### src/rtl/regfile_dump_reader.sv
// Walks a wrapping address range through a register file read port and streams each word
// out on a valid/ready interface. Define REGFILE_DUMP_CHECKSUM_EN to append a checksum word.
module regfile_dump_reader #(
  parameter int unsigned DATA_W = 32,
  parameter int unsigned ADDR_W = 3
) (
  input  logic              Clk,
  input  logic              Rst,
  input  logic              Start,
  input  logic [ADDR_W-1:0] Base_Addr,
  input  logic [ADDR_W:0]   Count,
  output logic [ADDR_W-1:0] R_Addr,
  input  logic [DATA_W-1:0] R_Data,
  output logic [DATA_W-1:0] Out_Data,
  output logic [ADDR_W-1:0] Out_Addr,
  output logic              Out_Is_Sum,
  output logic              Out_Valid,
  input  logic              Out_Ready,
  output logic              Busy,
  output logic              Done
);

  typedef enum logic [2:0] {StIdle, StFetch, StSend, StSum, StDone} state_e;

  localparam logic [ADDR_W:0] FullCount = (ADDR_W + 1)'(1) << ADDR_W;
  localparam logic [ADDR_W:0] OneLeft   = (ADDR_W + 1)'(1);

  state_e          state;
  logic [ADDR_W:0] remaining;

`ifdef REGFILE_DUMP_CHECKSUM_EN
  logic [DATA_W-1:0] sum;
`else
  assign Out_Is_Sum = 1'b0;
`endif

  always_ff @(posedge Clk or negedge Rst) begin
    if (!Rst) begin
      state     <= StIdle;
      remaining <= '0;
      R_Addr    <= '0;
      Out_Data  <= '0;
      Out_Addr  <= '0;
      Out_Valid <= 1'b0;
      Busy      <= 1'b0;
      Done      <= 1'b0;
`ifdef REGFILE_DUMP_CHECKSUM_EN
      Out_Is_Sum <= 1'b0;
      sum        <= '0;
`endif
    end else begin
      unique case (state)
        StIdle: begin
          if (Start) begin
            R_Addr    <= Base_Addr;
            remaining <= (Count == '0) ? FullCount : Count;
            Busy      <= 1'b1;
            state     <= StFetch;
`ifdef REGFILE_DUMP_CHECKSUM_EN
            sum       <= '0;
`endif
          end
        end
        StFetch: begin
          Out_Data  <= R_Data;
          Out_Addr  <= R_Addr;
          Out_Valid <= 1'b1;
          state     <= StSend;
`ifdef REGFILE_DUMP_CHECKSUM_EN
          sum       <= sum + R_Data;
`endif
        end
        StSend: begin
          if (Out_Ready) begin
            if (remaining == OneLeft) begin
`ifdef REGFILE_DUMP_CHECKSUM_EN
              // sum already includes the last word, captured in its FETCH cycle
              Out_Data   <= sum;
              Out_Addr   <= '0;
              Out_Is_Sum <= 1'b1;
              state      <= StSum;
`else
              Out_Valid <= 1'b0;
              Done      <= 1'b1;
              state     <= StDone;
`endif
            end else begin
              remaining <= remaining - OneLeft;
              R_Addr    <= R_Addr + 1'b1;
              Out_Valid <= 1'b0;
              state     <= StFetch;
            end
          end
        end
`ifdef REGFILE_DUMP_CHECKSUM_EN
        StSum: begin
          if (Out_Ready) begin
            Out_Valid  <= 1'b0;
            Out_Is_Sum <= 1'b0;
            Done       <= 1'b1;
            state      <= StDone;
          end
        end
`endif
        StDone: begin
          Done  <= 1'b0;
          Busy  <= 1'b0;
          state <= StIdle;
        end
        default: state <= StIdle;
      endcase
    end
  end

endmodule
### config.mk
export PLATFORM = sky130hd
export DESIGN_NAME = regfile_dump_reader
export DESIGN_NICKNAME = d
export VERILOG_FILES = /design/src/rtl/regfile_dump_reader.sv
export SDC_FILE = /design/constraint.sdc
export NUM_CORES = 1
export LEC_CHECK = 0
export CAP_MARGIN = 20
export CORE_MARGIN = 1
export CORE_UTILIZATION = 61
export CTS_CLUSTER_DIAMETER = 80
export DETAILED_ROUTE_END_ITERATION = 8
export DONT_BUFFER_PORTS = 1
export HOLD_SLACK_MARGIN = 0.02
export PLACE_DENSITY_LB_ADDON = 0.3
export SLEW_MARGIN = 5
export SYNTH_ARGS = -nofsm -noshare
export SYNTH_HDL_FRONTEND = slang
export SYNTH_SLANG_ARGS = --single-unit
### constraint.sdc
create_clock -name Clk -period 4.74 [get_ports Clk]
set_input_delay 0.237 -clock Clk [delete_from_list [all_inputs] [get_ports Clk]]
set_output_delay 0.237 -clock Clk [all_outputs]
set_load 0.1 [all_outputs]
# Word-level counts from Yosys, hierarchy flattened
# Cells that the tools add are included.
dict set report op_classes {
  muxes 20
  eq_ne 8
  n_reduce_logical 11
  n_addsub 2
}
# op count
set op_table {}
lappend op_table {{3-bit two-way mux} 6}
lappend op_table {{4-bit two-way mux} 4}
lappend op_table {{3-bit one-hot mux with 3 select lines} 1}
lappend op_table {{2-bit != test, second input constant} 4}
lappend op_table {{4-bit one-hot mux with 2 select lines} 1}
lappend op_table {{2-bit nonzero test} 4}
lappend op_table {{1-bit one-hot mux with 2 select lines} 3}
lappend op_table {{3-bit one-hot mux with 2 select lines} 1}
lappend op_table {{2-bit AND reduction} 3}
lappend op_table {{4-bit by 1-bit == test with 1-bit output, second input constant} 1}
lappend op_table {{4-bit zero test} 1}
lappend op_table {{1-bit two-way mux} 4}
lappend op_table {{4-bit AND reduction} 1}
lappend op_table {{4-bit by 1-bit subtractor with 4-bit output, second input constant} 1}
lappend op_table {{3-bit by 1-bit adder with 3-bit output, second input constant} 1}
lappend op_table {{3-bit by 1-bit == test with 1-bit output, second input constant} 1}
lappend op_table {{3-bit by 2-bit == test with 1-bit output, second input constant} 1}
lappend op_table {{3-bit == test, second input constant} 1}
lappend op_table {{3-bit zero test} 1}
lappend op_table {{3-bit AND reduction} 1}
dict set report word_totals {
  output_inout_bits 42
  wordCells 49
  input_bits 43
  regBits 48
}

# Longest topological paths before layout
dict set report logic_depth {
  depth_word 4
  ltp_mapped 5
  depth_no_buf 5
}

# Worst setup path before layout
# Ideal clock, no wire load.
dict set report synth_path {
  path_type {register -> register}
  startpoint {reg R_Addr[1]}
  endpoint {reg R_Addr[1]}
  stages_incl_launch_ff 4
  path_buffers 0
  setup_time_ns 0.126
  period_less_slack_ns 1.931
  required_ns 4.614
  arrival_ns 1.805
  setup_slack_ns 2.809
  cell_sequence {dfrtp_1 > ha_1 > mux2_2 > mux2_4}
}
dict set report synth_via {
  elab_chain_len 4
}
# element line
set synth_rtl {}
lappend synth_rtl {{start: declaration} 12} ;# output logic [ADDR_W-1:0] R_Addr,
lappend synth_rtl {{start signal: assignment} 55} ;# R_Addr <= Base_Addr;
lappend synth_rtl {{start signal: assignment} 89} ;# R_Addr <= R_Addr + 1'b1;
lappend synth_rtl {{3-bit by 1-bit adder with 3-bit output} 89}
lappend synth_rtl {{3-bit two-way mux} 75} ;# if (remaining == OneLeft) begin
lappend synth_rtl {{3-bit two-way mux} 74} ;# if (Out_Ready) begin
lappend synth_rtl {{3-bit one-hot mux with 2 select lines} 52} ;# unique case (state)
# No other way between the ends. The select of a mux whose other input is x is not followed.
# A chain may end at the register's enable or synchronous reset.

# Final worst setup path
# Ends and elaborated chain as after synthesis.

==> metrics <==
Nets=approximately 230; die width=about 61 um; Filler Cell Count=just over 200; Setup Total Neg Slack=0 ns; I/O Buffers=0; clock sinks=between 40 and 50; crit path time final=roughly 2 ns; worst hold path type=primary input to flop; TritonCTS clock tree=built; Max Cap Viol=0; first-pass GRT wire length=between 6000 and 7000 um; Post-Syn Area=between 2000 and 2500 sq um; Mapped Avg Cell Area=between 10 and 15 sq um; RSZ-0062 raised after global routing=false; Root Buffer=clkbuf_4; vias per inst=about 5.7; Setup crit end kind=flop; hold depth=2; DPL Wire Length=approximately 2600 um; # DRC=0; crit-path max FO=4; H-tree depth=2; initial antenna violation count=0; number of flops mapped to enable cells by yosys=0; Initial Utilization=0.666; number of global-route vias before repair=between 1000 and 1500; fin crit share=0.423; worst hold slack=approximately 0.028 ns; f_max=about 500 MHz; Worst-path clk slew=between 0.1 and 0.15 ns; R2R cell count=3; leading area contributor after synthesis=dfrtp_1; I/O pin total=85; sequential fraction of the synthesis area=0.572; Yosys top cell area share=0.572; total grt overflow=0; Antenna diodes=0; Total GRT Usage=0.250; worst skew pair latency=~0.37 ns; final hold violations=0; pin slew with the least headroom to its limit=~1 ns; Final Setup Violations=0; Die Height=between 60 and 70 um; Post-Route WL=roughly 4200 um; count of different cell masters after synthesis=40; Worst slew margin=0.331; number of core rows=20; Synth-to-Final Area Change=20.9%; Mapped Nets=194; DR iter-0 viols=33; Routability Congestion=0.848; largest net degree at the start of global routing=between 40 and 50; die area=3680 sq um; Slew Limit Fails=0; Post-synth ARST share=1.00; fraction of layout cells with a size suffix above 1=0.115; status=finished, final reports clean; CTS Buf Count=5; drt wl/cell=18.6 um; CTS max path bufs=2; CP Class=flop to flop; top cells by area, synth=dfrtp_1, mux2_1, ha_1; Post-CTS Repair Setup Buffers=0; Most used DFF post-synth=dfrtp_1; Vias=approximately 1300; first-pass iteration count of the detailed router=4; crit start category=flop; Hold-fix buffers, CTS=33; Crit path required time=approximately 5 ns; ANT nets after route=0; total core area=3150 sq um; flops & latches, synth=48; top cells by count, synth=dfrtp_1, mux2_1, inv_1; cell count after synthesis=roughly 150; post-CTS sizing=0; reg-to-reg setup timing slack=2.74 ns; clock skew=approximately 0.014 ns; Syn. warnings=0; most common cell in the netlist=dfrtp_1; Worst Path Arrival=2.27 ns
-- state kept, by name, indices dropped and copies added, names as in the netlist --
name,count
Out_Data,32
remaining,4
Out_Addr,3
R_Addr,3
state,3
Busy,1
Done,1
Out_Valid,1
-- worst max-delay path: stages, from the launching register on --
cell and delay [ns]:
dfrtp_1 1.00, ha_1 0.38, mux2_2 0.26, mux2_4 0.26
-- path summary, 6_finish.rpt --
check / from / end
min in group asynchronous: Rst / Out_Data[23]
min: Out_Ready / state[1]
max: R_Addr[1] / R_Addr[1]
min reg2reg: remaining[1] / remaining[3]
max reg2reg: R_Addr[1] / R_Addr[1]
max in group asynchronous: Rst / Out_Data[17]
-- cell families after synthesis --
| kind of cell | count (synthesis) | synth area share |
|---|---|---|
| buffers and inverters | 15 | 0.0381 |
| AND/OR/NAND/NOR | 22 | 0.0775 |
| other | 1 | 0.00179 |
| adder cells (fa/ha/maj) | 3 | 0.0179 |
| AO/OA/AOI/OAI | 18 | 0.0709 |
| multiplexers | 41 | 0.222 |
| flip-flops | 48 | 0.572 |
-- per-layer routing --
metal,up-vias,routed length [um],GRT usage
met5,-,0,0
met4,0,36,0.0779
met3,5,353,0.0810
met2,61,2220,0.454
met1,651,1610,0.278
li1,588,-,-
-- cell usage in the layout, fill, tap and decap left out, types with 2 or more instances in the layout --
master,instances
nor2b_1,2
a21oi_1,3
inv_1,6
nor4_1,3
a21o_1,2
clkbuf_4,5
dfrtp_1,48
mux2i_1,3
ha_1,3
mux2_1,35
nand2_1,4
mux2_4,2
dlygate4sd3_1,33
nor2_1,3
inv_2,2
o21ai_0,3
-- layout make-up --
type                            instances  area [sq um]  share of cell area
Clock inverter                          2          35.0              0.0138
Inverter                                8          30.0              0.0118
Sequential cell                        48          1200               0.473
Clock buffer                            6          41.3              0.0163
Timing Repair Buffer                   34           358               0.141
Multi-Input combinational cell         85           818               0.322
Tap cell                               44          55.1              0.0217
-- per-stage QoR --
stage	instance area (sq um)	utilization	setup slack [ns]	instances
2_1_floorplan	2100	-	2.81	148
3_3_place_gp	2100	0.667	2.78	185
3_5_place_dp	2100	0.667	2.75	185
4_1_cts	2530	0.802	2.73	226
5_1_grt	2540	0.805	2.69	227
6_report	2540	0.805	2.74	227
Power is left out: the tool's default activity adds up to more than one toggle a clock period on the data nets, which glitch-free logic cannot reach.
